[src/rtl/mastermind_judge.sv]
// Mastermind judge: latches a secret code from the LFSR and scores guesses.
// Optional build macro MASTERMIND_REVEAL_EN exposes the code after a game ends.
module mastermind_judge #(
  parameter int MAX_GUESSES = 8
) (
  input  logic       clk,
  input  logic       reset,
  input  logic [7:0] random,
  input  logic       start,
  input  logic [7:0] guess,
  input  logic       submit,
  output logic [2:0] exact,
  output logic [2:0] partial,
  output logic       score_valid,
  output logic [3:0] guesses_used,
  output logic       playing,
  output logic       win,
  output logic       lose,
  output logic [7:0] secret
);

  typedef enum logic [2:0] {
    IDLE,
    PLAY,
    SCORE,
    WIN,
    LOSE
  } state_t;

  state_t state, state_n;

  logic       start_q;
  logic       submit_q;
  logic [7:0] code;
  logic [7:0] guess_q;

  logic       start_edge;
  logic       submit_edge;
  logic [2:0] exact_c;
  logic [2:0] partial_c;
  logic [2:0] total_c;
  logic [2:0] n_code  [4];
  logic [2:0] n_guess [4];
  logic [3:0] used_n;

  assign start_edge  = start && !start_q;
  assign submit_edge = submit && !submit_q;
  assign used_n      = guesses_used + 4'd1;

  // Peg scoring of the latched guess against the code
  always_comb begin
    exact_c = 3'd0;
    total_c = 3'd0;
    for (int c = 0; c < 4; c++) begin
      n_code[c]  = 3'd0;
      n_guess[c] = 3'd0;
    end
    for (int i = 0; i < 4; i++) begin
      if (code[2*i +: 2] == guess_q[2*i +: 2])
        exact_c = exact_c + 3'd1;
      n_code[code[2*i +: 2]]     = n_code[code[2*i +: 2]] + 3'd1;
      n_guess[guess_q[2*i +: 2]] = n_guess[guess_q[2*i +: 2]] + 3'd1;
    end
    for (int c = 0; c < 4; c++) begin
      if (n_code[c] < n_guess[c])
        total_c = total_c + n_code[c];
      else
        total_c = total_c + n_guess[c];
    end
    partial_c = total_c - exact_c;
  end

  // State register
  always_ff @(posedge clk) begin
    if (reset)
      state <= IDLE;
    else
      state <= state_n;
  end

  // Next-state logic; a start edge overrides everything
  always_comb begin
    state_n = state;
    if (start_edge) begin
      state_n = PLAY;
    end else begin
      unique case (state)
        PLAY:
          if (submit_edge)
            state_n = SCORE;
        SCORE:
          if (exact_c == 3'd4)
            state_n = WIN;
          else if (used_n == 4'(MAX_GUESSES))
            state_n = LOSE;
          else
            state_n = PLAY;
        default:
          state_n = state;
      endcase
    end
  end

  // Edge detectors, code/guess capture and score registers
  always_ff @(posedge clk) begin
    if (reset) begin
      start_q      <= 1'b0;
      submit_q     <= 1'b0;
      code         <= 8'h00;
      guess_q      <= 8'h00;
      exact        <= 3'd0;
      partial      <= 3'd0;
      score_valid  <= 1'b0;
      guesses_used <= 4'd0;
    end else begin
      start_q     <= start;
      submit_q    <= submit;
      score_valid <= 1'b0;
      if (start_edge) begin
        code         <= random;
        exact        <= 3'd0;
        partial      <= 3'd0;
        guesses_used <= 4'd0;
      end else if (state == PLAY && submit_edge) begin
        guess_q <= guess;
      end else if (state == SCORE) begin
        exact        <= exact_c;
        partial      <= partial_c;
        score_valid  <= 1'b1;
        guesses_used <= used_n;
      end
    end
  end

  assign playing = (state == PLAY) || (state == SCORE);
  assign win     = (state == WIN);
  assign lose    = (state == LOSE);

`ifdef MASTERMIND_REVEAL_EN
  assign secret = (win || lose) ? code : 8'h00;
`else
  assign secret = 8'h00;
`endif

endmodule

[config.mk]
export PLATFORM = sky130hd
export DESIGN_NAME = mastermind_judge
export DESIGN_NICKNAME = d
export VERILOG_FILES = /design/src/rtl/mastermind_judge.sv
export SDC_FILE = /design/constraint.sdc
export NUM_CORES = 1
export LEC_CHECK = 0
export CORE_ASPECT_RATIO = 1.2
export CORE_MARGIN = 2
export CORE_UTILIZATION = 52
export DETAILED_ROUTE_END_ITERATION = 10
export PLACE_DENSITY = 0.78
export SKIP_CTS_REPAIR_TIMING = 1
export SYNTH_ARGS = -nofsm -noshare
export SYNTH_HDL_FRONTEND = slang
export SYNTH_SLANG_ARGS = --single-unit
[constraint.sdc]
create_clock -name clk -period 5.65 [get_ports clk]
set_clock_uncertainty 0.2 [all_clocks]
set_input_delay 0.8475 -clock clk [delete_from_list [all_inputs] [get_ports clk]]
set_output_delay 0.8475 -clock clk [all_outputs]
set_load 0.01 [all_outputs]
==> results of run 1 <==
## layer usage
layer	wire [µm]	global-route usage, %	vias to the layer above	share of wire (%)
met5	0	0	-	0
met4	237	6.78	0	2.7
met3	305	3.41	24	3.5
met2	4690	46.7	90	54
met1	3520	25.4	1597	40
li1	-	-	1743	-
## layout by cell type, fill, tap and decap left out, types with 5 or more instances in the layout
cell type and count:
a21oi_1 22, buf_4 62, clkbuf_8 5, clkdlybuf4s50_1 33
conb_1 8, dfxtp_1 24, dfxtp_2 7, ha_1 23
inv_1 16, mux2i_1 16, nand2_1 62, nand2b_1 7
nand3_1 16, nand3b_1 5, nor2_1 54, nor2b_1 12
o211ai_1 6, o21ai_0 11, o21ai_1 9, xnor2_1 42
xnor2_2 5, xor2_1 15, xor2_2 5
## flip-flops by register name, indices dropped and copies added (netlist names), 3 cells and up
name	count
code	8
state	3
guesses_used	4
guess_q	8
partial	3
exact	3
## kinds of logic (layout without fill, tap and decap cells)
| group | Yosys count | in the layout | share of synthesized area, % |
|---|---|---|---|
| buf+inv | 55 | 119 | 7.51 |
| simple gates | 193 | 193 | 26.1 |
| flops | 32 | 32 | 17.6 |
| other cells | 1 | 8 | 0.103 |
| fa+ha+maj | 29 | 29 | 10.8 |
| xor+xnor | 68 | 68 | 18.2 |
| compound gates | 86 | 86 | 14.9 |
| mux | 17 | 17 | 4.72 |
## stage by stage
stage                     utilization (%)  setup TNS (ps)  worst slack [ps]
after floorplan                         -            -238              -238
after global placement               63.9            -252              -252
after detailed placement             63.9            -554              -496
after CTS                            65.4            -543              -487
after global routing                 67.0            -755              -603
final                                67.0            -342              -342
## layout make-up
cell class	instances	area (µm²)	area share (%)
clock inverter	2	35.0	0.767
inverter	16	60.1	1.32
tap	87	109	2.38
multi-input combinational	401	2840	62.2
timing repair buffer	95	796	17.4
clock buffer	6	72.6	1.59
sequential	32	653	14.3
## worst min-delay path by stage
stage	slack, ps	cells after the start	to	from
floorplan	280	2	exact[0]$_SDFFE_PP0P_	exact[0]$_SDFFE_PP0P_
global placement	240	2	exact[0]$_SDFFE_PP0P_	exact[0]$_SDFFE_PP0P_
detailed placement	260	2	exact[0]$_SDFFE_PP0P_	exact[0]$_SDFFE_PP0P_
CTS	270	2	exact[0]$_SDFFE_PP0P_	exact[0]$_SDFFE_PP0P_
global route	290	2	partial[1]$_SDFFE_PP0P_	partial[1]$_SDFFE_PP0P_
finish	260	2	exact[0]$_SDFFE_PP0P_	exact[0]$_SDFFE_PP0P_
## power groups by stage
| stage | sequential, mW | clock, mW | combinational [mW] |
|---|---|---|---|
| CTS | 0.243 | 0.218 | 0.584 |
| finish | 0.243 | 0.215 | 0.627 |
| global route | 0.245 | 0.231 | 0.694 |
| global placement | 0.247 | 0 | 0.542 |
| floorplan | 0.240 | 0 | 0.425 |
| detailed placement | 0.248 | 0 | 0.579 |
## synth_stat cells, types with 2 or more instances
| cell | instances |
|---|---|
| a211oi_1 | 4 |
| a21oi_1 | 26 |
| a31o_1 | 2 |
| a31oi_1 | 3 |
| a41oi_1 | 3 |
| and2_1 | 2 |
| and2b_1 | 4 |
| buf_1 | 2 |
| buf_2 | 14 |
| buf_4 | 11 |
| clkbuf_1 | 11 |
| dfxtp_1 | 32 |
| fa_1 | 4 |
| ha_1 | 25 |
| inv_1 | 16 |
| mux2i_1 | 16 |
| nand2_1 | 62 |
| nand2b_1 | 7 |
| nand3_1 | 16 |
| nand3b_1 | 5 |
| nand4_1 | 3 |
| nor2_1 | 55 |
| nor2b_1 | 12 |
| nor3_1 | 3 |
| nor3b_1 | 2 |
| nor4_1 | 4 |
| o211ai_1 | 6 |
| o21ai_0 | 17 |
| o21ai_1 | 7 |
| o22ai_1 | 2 |
| o311ai_1 | 2 |
| or2_1 | 3 |
| or3_1 | 3 |
| xnor2_1 | 43 |
| xnor2_2 | 4 |
| xor2_1 | 18 |
| xor2_2 | 2 |
## worst reg2reg max path, cell delays in order (launching register included)
cell and delay (ps):
dfxtp_1 320, or2_1 240, o21ai_0 160, a21boi_2 190, ha_1 250, a221o_1 330
o21ai_2 120, o21ai_1 70, ha_1 350, o21ai_2 180, ha_1 270, buf_4 140
buf_4 120, o211ai_2 70, a21oi_1 90, a31o_1 200, fa_1 470, fa_1 540
fa_1 450, fa_2 370, xnor2_2 140, xnor2_1 130, xnor2_1 140, xnor2_1 130
a22o_1 220
==> summary.txt, run 1 <==
status: finished with violations
failing checks: negative setup slack
Setup crit start kind: register
vias in the first global route: 3324
non-filler cells, final: 639
Crit. End Element: register
Chip Height: 95.6 µm
initial DRC count: 128
final hold violations: 0
Synth area leader: dfxtp_1
Post-Route WL: 8.75 mm
Net Sw Power: 0.407 mW
period utilization: 106%
per-cell routed wire length: 13.7 µm
worst r2r dst: partial[2]$_SDFFE_PP0P_
Global Route Usage Sum: 23.6%
clk_lat worst skew: 290 ps
Overall Power: 1.09 mW
die area: 7670 µm²
Residual DRC: 0
DIE WIDTH: 80.3 µm
ANT nets after route: 0
mapped cell area: 3630 µm²
Leak: 1.90 nW
PwrDens: 238 nW/µm²
setup violators final: 1
Warnings, synthesis: 0
Worst Hold Class: register to register
number of max-cap violations: 0
Worst path depth: 24
CP Cell Sequence: or2_1, o21ai_0, a21boi_2, ha_1, a221o_1, o21ai_2, o21ai_1, ha_1, o21ai_2, ha_1, buf_4, buf_4, o211ai_2, a21oi_1, a31o_1, fa_1, fa_1, fa_1, fa_2, xnor2_2, xnor2_1, xnor2_1, xnor2_1, a22o_1
Rows: 33
min Tclk post-route: 5990 ps
clk sinks: 32
gr ovfl total: 0
Critical Path RT: 5630 ps
DR vias/cell: 5.41
Setup WS post-layout: -342 ps
Synth Instances: 481
Internal Power: 0.678 mW
IO buf count: 33
clock buffer depth: 2
Worst Setup SP: guess_q[3]$_SDFFE_PP0P_
Core ar.: 6810 µm²
TritonCTS clock tree: yes
synthesized area per cell: 7.55 µm²
worst reg-to-reg setup slack: -340 ps
share of layout cells above drive strength 1: 20.7%
sequential share of power: 22.4%
crit path capture: partial[2]$_SDFFE_PP0P_
nets: 600
hpwl dp: 7.06 mm
reg2reg path depth: 24
Least-Margin Pin Slew: 813 ps
WP data arrival: 5970 ps
top cells by area, synth: dfxtp_1, xnor2_1, ha_1
Final Wtd Congestion: 0.911
Slew Viols, Final: 0
post-synthesis sequential area ratio: 17.6%
Post-synth top flop: dfxtp_1
Post-synth EDFFs: 0
part of the power in combinational logic: 57.8%
number of library cell types mapped by synthesis: 67
Net Sw Frac: 37.5%
num ports: 42
area share of the largest cell type after synthesis: 17.6%
Starting Density: 53.3%
dpl cell area: 4350 µm²
Reg clk slew, reported paths: 70 ps
async set-reset flop share out of synthesis: 0%
worst-path fanout max: 3
largest net degree at the start of global routing: 21
total CTS buffers: 5
dpl cells: 628
clock power share: 19.8%
root buf cell: clkbuf_8
Max VDD drop: 0.183 mV
Worst path max stage delay: 540 ps
Syn-to-layout area delta: 25.7%
RSZ-0062 raised after global routing: true
reg2reg start: guess_q[3]$_SDFFE_PP0P_
routed vias: 3454
number of synthesized register bits: 32
WP buf/inv: 2
post-route cell area: 4570 µm²
first-pass GRT wire length: 14.4 mm
Worst slew margin: 45.6%
H-tree levels: 2
critical path class: register to register
Top delay family on crit path: adder cells
final hold slack: 261 ps
Max Clk Rate: 167 MHz
Slowest cell on crit path: fa_1
initial antenna violation count: 0
DRT Pass-1 Iters: 5
ANT cells: 0
Fillers: 573
(Power assumes the default switching activity.)
==> run 2: changes to the inputs <==
Settings changed: CAP_MARGIN from default to 20, GPL_TIMING_DRIVEN from default to 1.
==> results of run 2 <==
The final DEF is identical to that of run 1; final timing and power are the same.
